## config.mk

```make
export PLATFORM = sky130hd
export DESIGN_NAME = mc_datapath
export DESIGN_NICKNAME = d
export VERILOG_FILES = /design/src/rtl/mc_datapath.sv
export SDC_FILE = /design/constraint.sdc
export NUM_CORES = 2
export LEC_CHECK = 0
export ABC_AREA = 1
export CAP_MARGIN = 40
export CORE_MARGIN = 2
export CORE_UTILIZATION = 50
export DETAILED_ROUTE_END_ITERATION = 8
export GPL_TIMING_DRIVEN = 1
export PLACE_DENSITY = 0.73
export SETUP_SLACK_MARGIN = 0.05
export SKIP_CTS_REPAIR_TIMING = 1
export SYNTH_ARGS = -nofsm -noshare
export SYNTH_HDL_FRONTEND = slang
export SYNTH_SLANG_ARGS = --single-unit
```

## constraint.sdc

```tcl
create_clock -name clk -period 5.5 [get_ports clk]
set_input_delay 0.55 -clock clk [delete_from_list [all_inputs] [get_ports clk]]
set_output_delay 0.55 -clock clk [all_outputs]
set_load 0.01 [all_outputs]
```

## src/rtl/mc_datapath.sv

```systemverilog
// Multi-cycle RV32-style datapath: FETCH/DECODE/EXEC/MEM/WB sequencer with a
// shared memory port, a 32-entry register file and registered ALU result.
module mc_datapath #(
    parameter int ADDR_W   = 9,
    parameter int DATA_W   = 32,
    parameter int ALU_CC_W = 4,
    parameter int RESET_PC = 0
) (
    input  logic                clk,
    input  logic                reset,
    input  logic                reg_write,
    input  logic                mem2reg,
    input  logic                alu_src,
    input  logic                mem_write,
    input  logic                mem_read,
    input  logic                branch,
    input  logic [ALU_CC_W-1:0] alu_cc,
    output logic [6:0]          opcode,
    output logic [6:0]          funct7,
    output logic [2:0]          funct3,
    output logic [DATA_W-1:0]   alu_result,
    output logic                mem_req,
    output logic                mem_we,
    output logic [ADDR_W-1:0]   mem_addr,
    output logic [DATA_W-1:0]   mem_wdata,
    input  logic [DATA_W-1:0]   mem_rdata,
    input  logic                mem_ack,
    output logic [ADDR_W-1:0]   pc,
    output logic                retire
);

    localparam logic [2:0] S_FETCH  = 3'd0;
    localparam logic [2:0] S_DECODE = 3'd1;
    localparam logic [2:0] S_EXEC   = 3'd2;
    localparam logic [2:0] S_MEM    = 3'd3;
    localparam logic [2:0] S_WB     = 3'd4;

    localparam logic [ALU_CC_W-1:0] CC_AND = ALU_CC_W'(4'b0000);
    localparam logic [ALU_CC_W-1:0] CC_OR  = ALU_CC_W'(4'b0001);
    localparam logic [ALU_CC_W-1:0] CC_ADD = ALU_CC_W'(4'b0010);
    localparam logic [ALU_CC_W-1:0] CC_SUB = ALU_CC_W'(4'b0110);
    localparam logic [ALU_CC_W-1:0] CC_SLT = ALU_CC_W'(4'b0111);

    localparam logic [ADDR_W-1:0] PC_STEP = ADDR_W'(4);
    localparam logic [ADDR_W-1:0] PC_INIT = ADDR_W'(RESET_PC);

    logic [2:0]               state;
    logic [31:0]              ir;
    logic signed [DATA_W-1:0] a_q;
    logic signed [DATA_W-1:0] b_q;
    logic signed [DATA_W-1:0] imm_q;
    logic signed [DATA_W-1:0] alu_out;
    logic signed [DATA_W-1:0] mdr;
    logic signed [DATA_W-1:0] rf [32];

    // Immediate format follows the opcode: S for stores, B for branches, I otherwise.
    function automatic logic signed [DATA_W-1:0] imm_gen(input logic [31:0] i);
        logic signed [31:0] v;
        case (i[6:0])
            7'b0100011: v = {{20{i[31]}}, i[31:25], i[11:7]};
            7'b1100011: v = {{19{i[31]}}, i[31], i[7], i[30:25], i[11:8], 1'b0};
            default:    v = {{20{i[31]}}, i[31:20]};
        endcase
        return DATA_W'(v);
    endfunction

    function automatic logic signed [DATA_W-1:0] alu_op(input logic [ALU_CC_W-1:0] cc,
                                                       input logic signed [DATA_W-1:0] x,
                                                       input logic signed [DATA_W-1:0] y);
        case (cc)
            CC_AND:  return x & y;
            CC_OR:   return x | y;
            CC_ADD:  return x + y;
            CC_SUB:  return x - y;
            CC_SLT:  return (x < y) ? {{(DATA_W-1){1'b0}}, 1'b1} : '0;
            default: return '0;
        endcase
    endfunction

    assign opcode     = ir[6:0];
    assign funct3     = ir[14:12];
    assign funct7     = ir[31:25];
    assign alu_result = alu_out;
    assign mem_req    = (state == S_FETCH) || (state == S_MEM);
    assign mem_we     = (state == S_MEM) && mem_write;
    assign mem_addr   = (state == S_MEM) ? alu_out[ADDR_W-1:0] : pc;
    assign mem_wdata  = b_q;

    always_ff @(posedge clk) begin
        if (reset) begin
            state   <= S_FETCH;
            pc      <= PC_INIT;
            ir      <= '0;
            a_q     <= '0;
            b_q     <= '0;
            imm_q   <= '0;
            alu_out <= '0;
            mdr     <= '0;
            retire  <= 1'b0;
            for (int r = 0; r < 32; r++) rf[r] <= '0;
        end else begin
            retire <= 1'b0;
            case (state)
                S_FETCH: begin
                    if (mem_ack) begin
                        ir    <= mem_rdata[31:0];
                        state <= S_DECODE;
                    end
                end
                S_DECODE: begin
                    a_q   <= (ir[19:15] == 5'd0) ? '0 : rf[ir[19:15]];
                    b_q   <= (ir[24:20] == 5'd0) ? '0 : rf[ir[24:20]];
                    imm_q <= imm_gen(ir);
                    state <= S_EXEC;
                end
                S_EXEC: begin
                    alu_out <= alu_op(alu_cc, a_q, alu_src ? imm_q : b_q);
                    // Branches resolve here and skip MEM/WB entirely.
                    if (branch) begin
                        pc     <= (a_q == b_q) ? pc + imm_q[ADDR_W-1:0] : pc + PC_STEP;
                        retire <= 1'b1;
                        state  <= S_FETCH;
                    end else if (mem_read || mem_write) begin
                        state <= S_MEM;
                    end else begin
                        state <= S_WB;
                    end
                end
                S_MEM: begin
                    if (mem_ack) begin
                        mdr   <= mem_rdata;
                        state <= S_WB;
                    end
                end
                S_WB: begin
                    if (reg_write && (ir[11:7] != 5'd0))
                        rf[ir[11:7]] <= mem2reg ? mdr : alu_out;
                    pc     <= pc + PC_STEP;
                    retire <= 1'b1;
                    state  <= S_FETCH;
                end
                default: state <= S_FETCH;
            endcase
        end
    end

endmodule

```

**Word level (Yosys, flattened, before mapping)**

Memory sizes are Yosys's and may differ from the RTL's. A register that Yosys moved wholly into a read port is not among the register bits.
Cells that the tools add are included.

- Memories kept: 1
- Register bits: 186
- Input bits: 45
- Bits in writable memories: 1024

- Magnitude comparators: 1
- Mux-type cells: 31
- Add/sub/neg operators: 4
- Bitwise gates (word level): 2
- Reductions and logical operators: 15
- Equality and inequality tests: 14

Memories:

| name | words | bits a word | rd ports | clocked after Yosys merged registers in | write ports | RTL line | RTL |
|---|---|---|---|---|---|---|---|
| rf | 32 | 32 | 2 | 2 | 32 | 54 | `logic signed [DATA_W-1:0] rf [32];` |

Operators with widths:

| operator | number |
|---|---|
| 2-to-1 mux 32 bit | 5 |
| case mux 32 bit (5 select lines) | 1 |
| adder 32 bit | 1 |
| AND 32 bit | 1 |
| equality test 32 bit | 1 |
| less-than comparator 32 bit | 1 |
| bitwise OR 32 bit | 1 |
| OR reduction 32 bit | 1 |
| subtractor 32 bit | 1 |
| 2-to-1 mux 9 bit | 3 |
| 2-to-1 mux 5 bit | 5 |
| case mux 12 bit (2 select lines) | 1 |
| case mux 9 bit (2 select lines) | 1 |
| 2-to-1 mux 3 bit | 4 |
| case mux 3 bit (4 select lines) | 1 |
| logical NOT 5 bit | 2 |
| adder 9 x 3 -> 9 bit, second input constant | 1 |
| adder 9 bit | 1 |
| 2-to-1 mux 1 bit | 9 |
| equality test 4 x 3 -> 1 bit, second input constant | 2 |
| AND reduction 2 bit | 4 |
| equality test 7 x 6 -> 1 bit, second input constant | 1 |
| equality test 7 bit, second input constant | 1 |
| equality test 3 x 2 -> 1 bit, second input constant | 2 |
| other kinds (12) | 16 |

**Logic depth before layout (Yosys ltp)**

- Depth after elaboration: 8
- Depth in mapped cells: 21

**Worst setup path after synthesis**

Ideal clock, no wire load.

- Path kind: input to register
- From: in alu_src
- To: reg alu_out[30] (netlist: alu_result[30])
- Path buffers: 3
- Path slack: 2.612 ns
- Stages on the path: 20
- Arrival: 2.756 ns
- Path through: clkbuf_1 nand2_1 inv_1 clkbuf_1 a21oi_1 ha_1 clkbuf_1 nor2_1 inv_1 nor2_1 inv_1 nor2_1 and2_1 nand2_1 nand2_1 nand2_1 nand3_1 nand3_1 nand2_1 a21oi_1

- Word-level cells in the longest chain between the ends: 3

Ends and longest elaborated chain:

| what | RTL line | RTL |
|---|---|---|
| from (decl) | 13 | `input logic alu_src,` |
| 2-to-1 mux 32 bit (*) | 117 | `alu_out <= alu_op(alu_cc, a_q, alu_src ? imm_q : b_q);` |
| subtractor 32 bit (tied with other cells) | 74 | `CC_SUB: return x - y;` |
| case mux 32 bit (5 select lines) (*) | 70 | `case (cc)` |
| to (signal assigned) | 117 |  |
| to (decl) | 52 | `logic signed [DATA_W-1:0] alu_out;` |

Every way passes the cells marked *; elsewhere a longest branch is shown, timed or not.
A chain may end at the register's enable or synchronous reset.

==> metrics <==
count of clock tree sinks 1220; cell family with the largest share of critical-path delay simple AND/OR/NAND/NOR gates; Clock Tree Buf Depth 3; sink of the worst hold path mem_wdata[0]$_SDFFE_PP0N_; Post-Syn Instances 7706; top fanout value on the critical path 19; highest attainable clock frequency 278 MHz; relative slew slack 0.258; Hold Violations, Final 0; top layer used by detailed routing met5; cell row count 135; TritonCTS clock tree yes; class of the most critical setup path register to register; Final TNS setup 0 ns; Crit path buffers/inverters 2; worst-case vdd ir drop 0.319 mV; Non-Filler Instances 9382; run status finished, final reports clean; cells traversed along the worst timing path inv_1, nor3_1, nand3_1, a41o_1, nor4_4, nand2_2, nand2_2, buf_4; starting density of the core 0.503; Yosys warning total 0; critical path arrival 4.08 ns; number of endpoints failing setup at the final stage 0; path depth of the worst reg2reg path 8; initial drt markers 11900; CP max stage delay 0.68 ns; crit path time final 3.60 ns; CTS H-Tree Depth 4; number of detailed-route iterations in the first pass 9; slowest stage cell, crit path nor4_4; most common cell after layout, fill and taps aside nor2_1; post-route standard cell area excluding fillers 75400 µm²; CP most frequent cell nand2_2; number of antenna violations at the first check in global routing 10; wire length on met2 113000 µm; remaining design rule violation count 0; area of the die 139000 µm²; source of the worst hold timing path reset; ys async rst share 0; pin slew with the least headroom to its limit 1.11 ns; Netlist Area Pre-Place 68200 µm²; total vias in the final route 63000; standby leakage power 27.4 nW; Die Wd 373 µm; Top-Level Pins 147; via count of the first global-routing pass 59800; clock tree root driver cell clkbuf_16; worst hold path stage count 2; global-route wire length before repair 384000 µm; average size of a mapped cell 8.85 µm²; largest net degree at the start of global routing 169; power density over the cells 352 nW/µm²; register bit count reported by yosys 1220; TritonCTS Buffers 131; antenna-violating nets left 0; clock latency on the worst-skew pair 0.80 ns; share of the yosys chip area belonging to registers 0.509; Placeable Area 135000 µm²; nets@finish 7647; P&R area growth vs syn 10.6%; Max-Cap Viols 0; detail-routed via count per cell 6.71; startpoint types register; type of the tightest min-delay check input pin to register; Max Transition Viols Final 0; post-route total power 26.6 mW; y dimension of the die 373 µm; DR WL met3 40300 µm; GR Overflow Total 0; final worst-path setup slack 1.90 ns; endpoint required time on the critical path 5.98 ns; routed wire length 266000 µm; post-DR wirelength/cell 28.3 µm; count of cell types in the netlist 44; clock-pin slew of the registers on the worst-case setup and hold paths 0.06 ns; final weighted congestion in routability-driven placement 0.993; Buffers on Ports 146; overall routing resource usage 0.369; half-perimeter wire length after placement 163000 µm; number of cells after detailed placement 9141; source of the worst register-to-register timing path state[2]$_SDFFE_PP0P_; final setup skew 0.0321 ns; total of fill cells in the finished design 11700; cell area after placement 71300 µm²; terminus of the critical flop-to-flop path rf[21][19]$_SDFFCE_PN0P_; count of flip-flops with a built-in enable after synthesis 1024; worst slack, placed 1.36 ns; share of post-route cells with drive strength above 1 0.0631; setup slack on the worst flop-to-flop path 1.90 ns; post-route met1 wirelength 93000 µm; capturing element type of the critical path register; setup repair after global routing missed its margin false; share of the clock period used by the worst path after layout 0.654; dominant synthesized flop cell edfxtp_1; most frequent cells in the layout nor2_1 (1641), edfxtp_1 (1024), nand2_1 (893), o21ai_0 (584), nand3_1 (526)
==> where the power goes <==
| group | internal, mW | switching [mW] |
|---|---|---|
| registers | 10.4 | 0.494 |
| clock network | 4.96 | 3.84 |
| logic | 1.97 | 4.89 |
==> cell usage after synthesis (2+ instances only) <==
library cell,count,share of area
a21boi_0,10,0.0011
a21oi_1,315,0.023
a31oi_1,4,0.00037
a32oi_1,64,0.0082
and2_1,5,0.00046
and3_1,5,0.00046
buf_1,31,0.0017
buf_2,140,0.010
buf_4,17,0.0019
clkbuf_1,515,0.028
clkinv_1,5,0.00028
dfxtp_1,196,0.058
edfxtp_1,1024,0.45
fa_1,3,0.00088
ha_1,105,0.019
inv_1,414,0.023
inv_2,3,0.00017
mux2i_1,384,0.056
nand2_1,940,0.052
nand3_1,528,0.039
nand3b_1,9,0.00099
nand4_1,23,0.0021
nor2_1,1642,0.090
nor3_1,23,0.0017
nor3_2,2,0.00029
nor4_1,6,0.00055
nor4_4,4,0.0012
o2111ai_1,5,0.00064
o211ai_1,71,0.0078
o21ai_0,616,0.045
o21bai_1,70,0.0077
o221ai_1,449,0.058
o22ai_1,22,0.0020
o311ai_0,3,0.00039
or2_2,10,0.00092
xnor2_1,11,0.0014
xor2_1,25,0.0032
==> sequential cells by signal, indices dropped and copies added, names as in the netlist, named ones only <==
name	cells
state	3
pc	9
mdr	32
mem_wdata	32
imm_q	13
a_q	32
ir	32
rf	1024
alu_result	32
retire	1
==> through the flow <==
| stage | util | hold slack, ns |
|---|---|---|
| floorplan | - | 0.424 |
| global placement | 0.524 | 0.438 |
| detailed placement | 0.526 | 0.436 |
| CTS | 0.556 | 0.164 |
| global route | 0.557 | 0.198 |
| finish | 0.557 | 0.202 |
==> layout make-up <==
cell class                      instances  area [µm²]  share of cell area
Multi-Input combinational cell       5392       29400               0.390
Clock buffer                          176        3540              0.0470
Sequential cell                      1220       34700               0.460
Inverter                              422        1610              0.0213
Clock inverter                         59         581             0.00770
Timing Repair Buffer                  327        3300              0.0438
Tap cell                             1781        2230              0.0296
Antenna cell                            5        12.5            0.000166
==> per-layer routing <==
| metal | up-vias | global-route usage |
|---|---|---|
| met4 | 8 | 0.249 |
| li1 | 26700 | - |
| met2 | 5366 | 0.540 |
| met5 | - | 0 |
| met1 | 29800 | 0.472 |
| met3 | 1132 | 0.112 |
==> worst max-delay path by stage <==
stage          cells after the start                          end  slack (ns)                       from
2_1_floorplan                     20  alu_result[30]$_SDFFE_PP0P_        2.61                    alu_src
3_3_place_gp                      20  alu_result[16]$_SDFFE_PP0P_        1.31                    alu_src
3_5_place_dp                      17  alu_result[22]$_SDFFE_PP0P_        1.36                    alu_src
4_1_cts                           17  alu_result[16]$_SDFFE_PP0P_        2.13  mem_wdata[0]$_SDFFE_PP0N_
5_1_grt                           17  alu_result[22]$_SDFFE_PP0P_        1.77                    alu_src
6_report                           8     rf[21][19]$_SDFFCE_PN0P_        1.90      state[2]$_SDFFE_PP0P_
==> kinds of logic (layout without fill, tap and decap cells) <==
logic type | after synthesis | in the layout | share of synthesized area
DFF | 1220 | 1220 | 0.509
buffers and inverters | 1125 | 984 | 0.0655
adders and majority gates | 108 | 108 | 0.0202
AOI/OAI and AO/OA | 1634 | 1634 | 0.155
muxes | 384 | 384 | 0.0564
other | 1 | 37 | 0.0000550
and+or+nand+nor | 3198 | 3198 | 0.190
xor gates and xnor gates | 36 | 36 | 0.00463
Note: power is estimated with default switching activity, not from simulation.
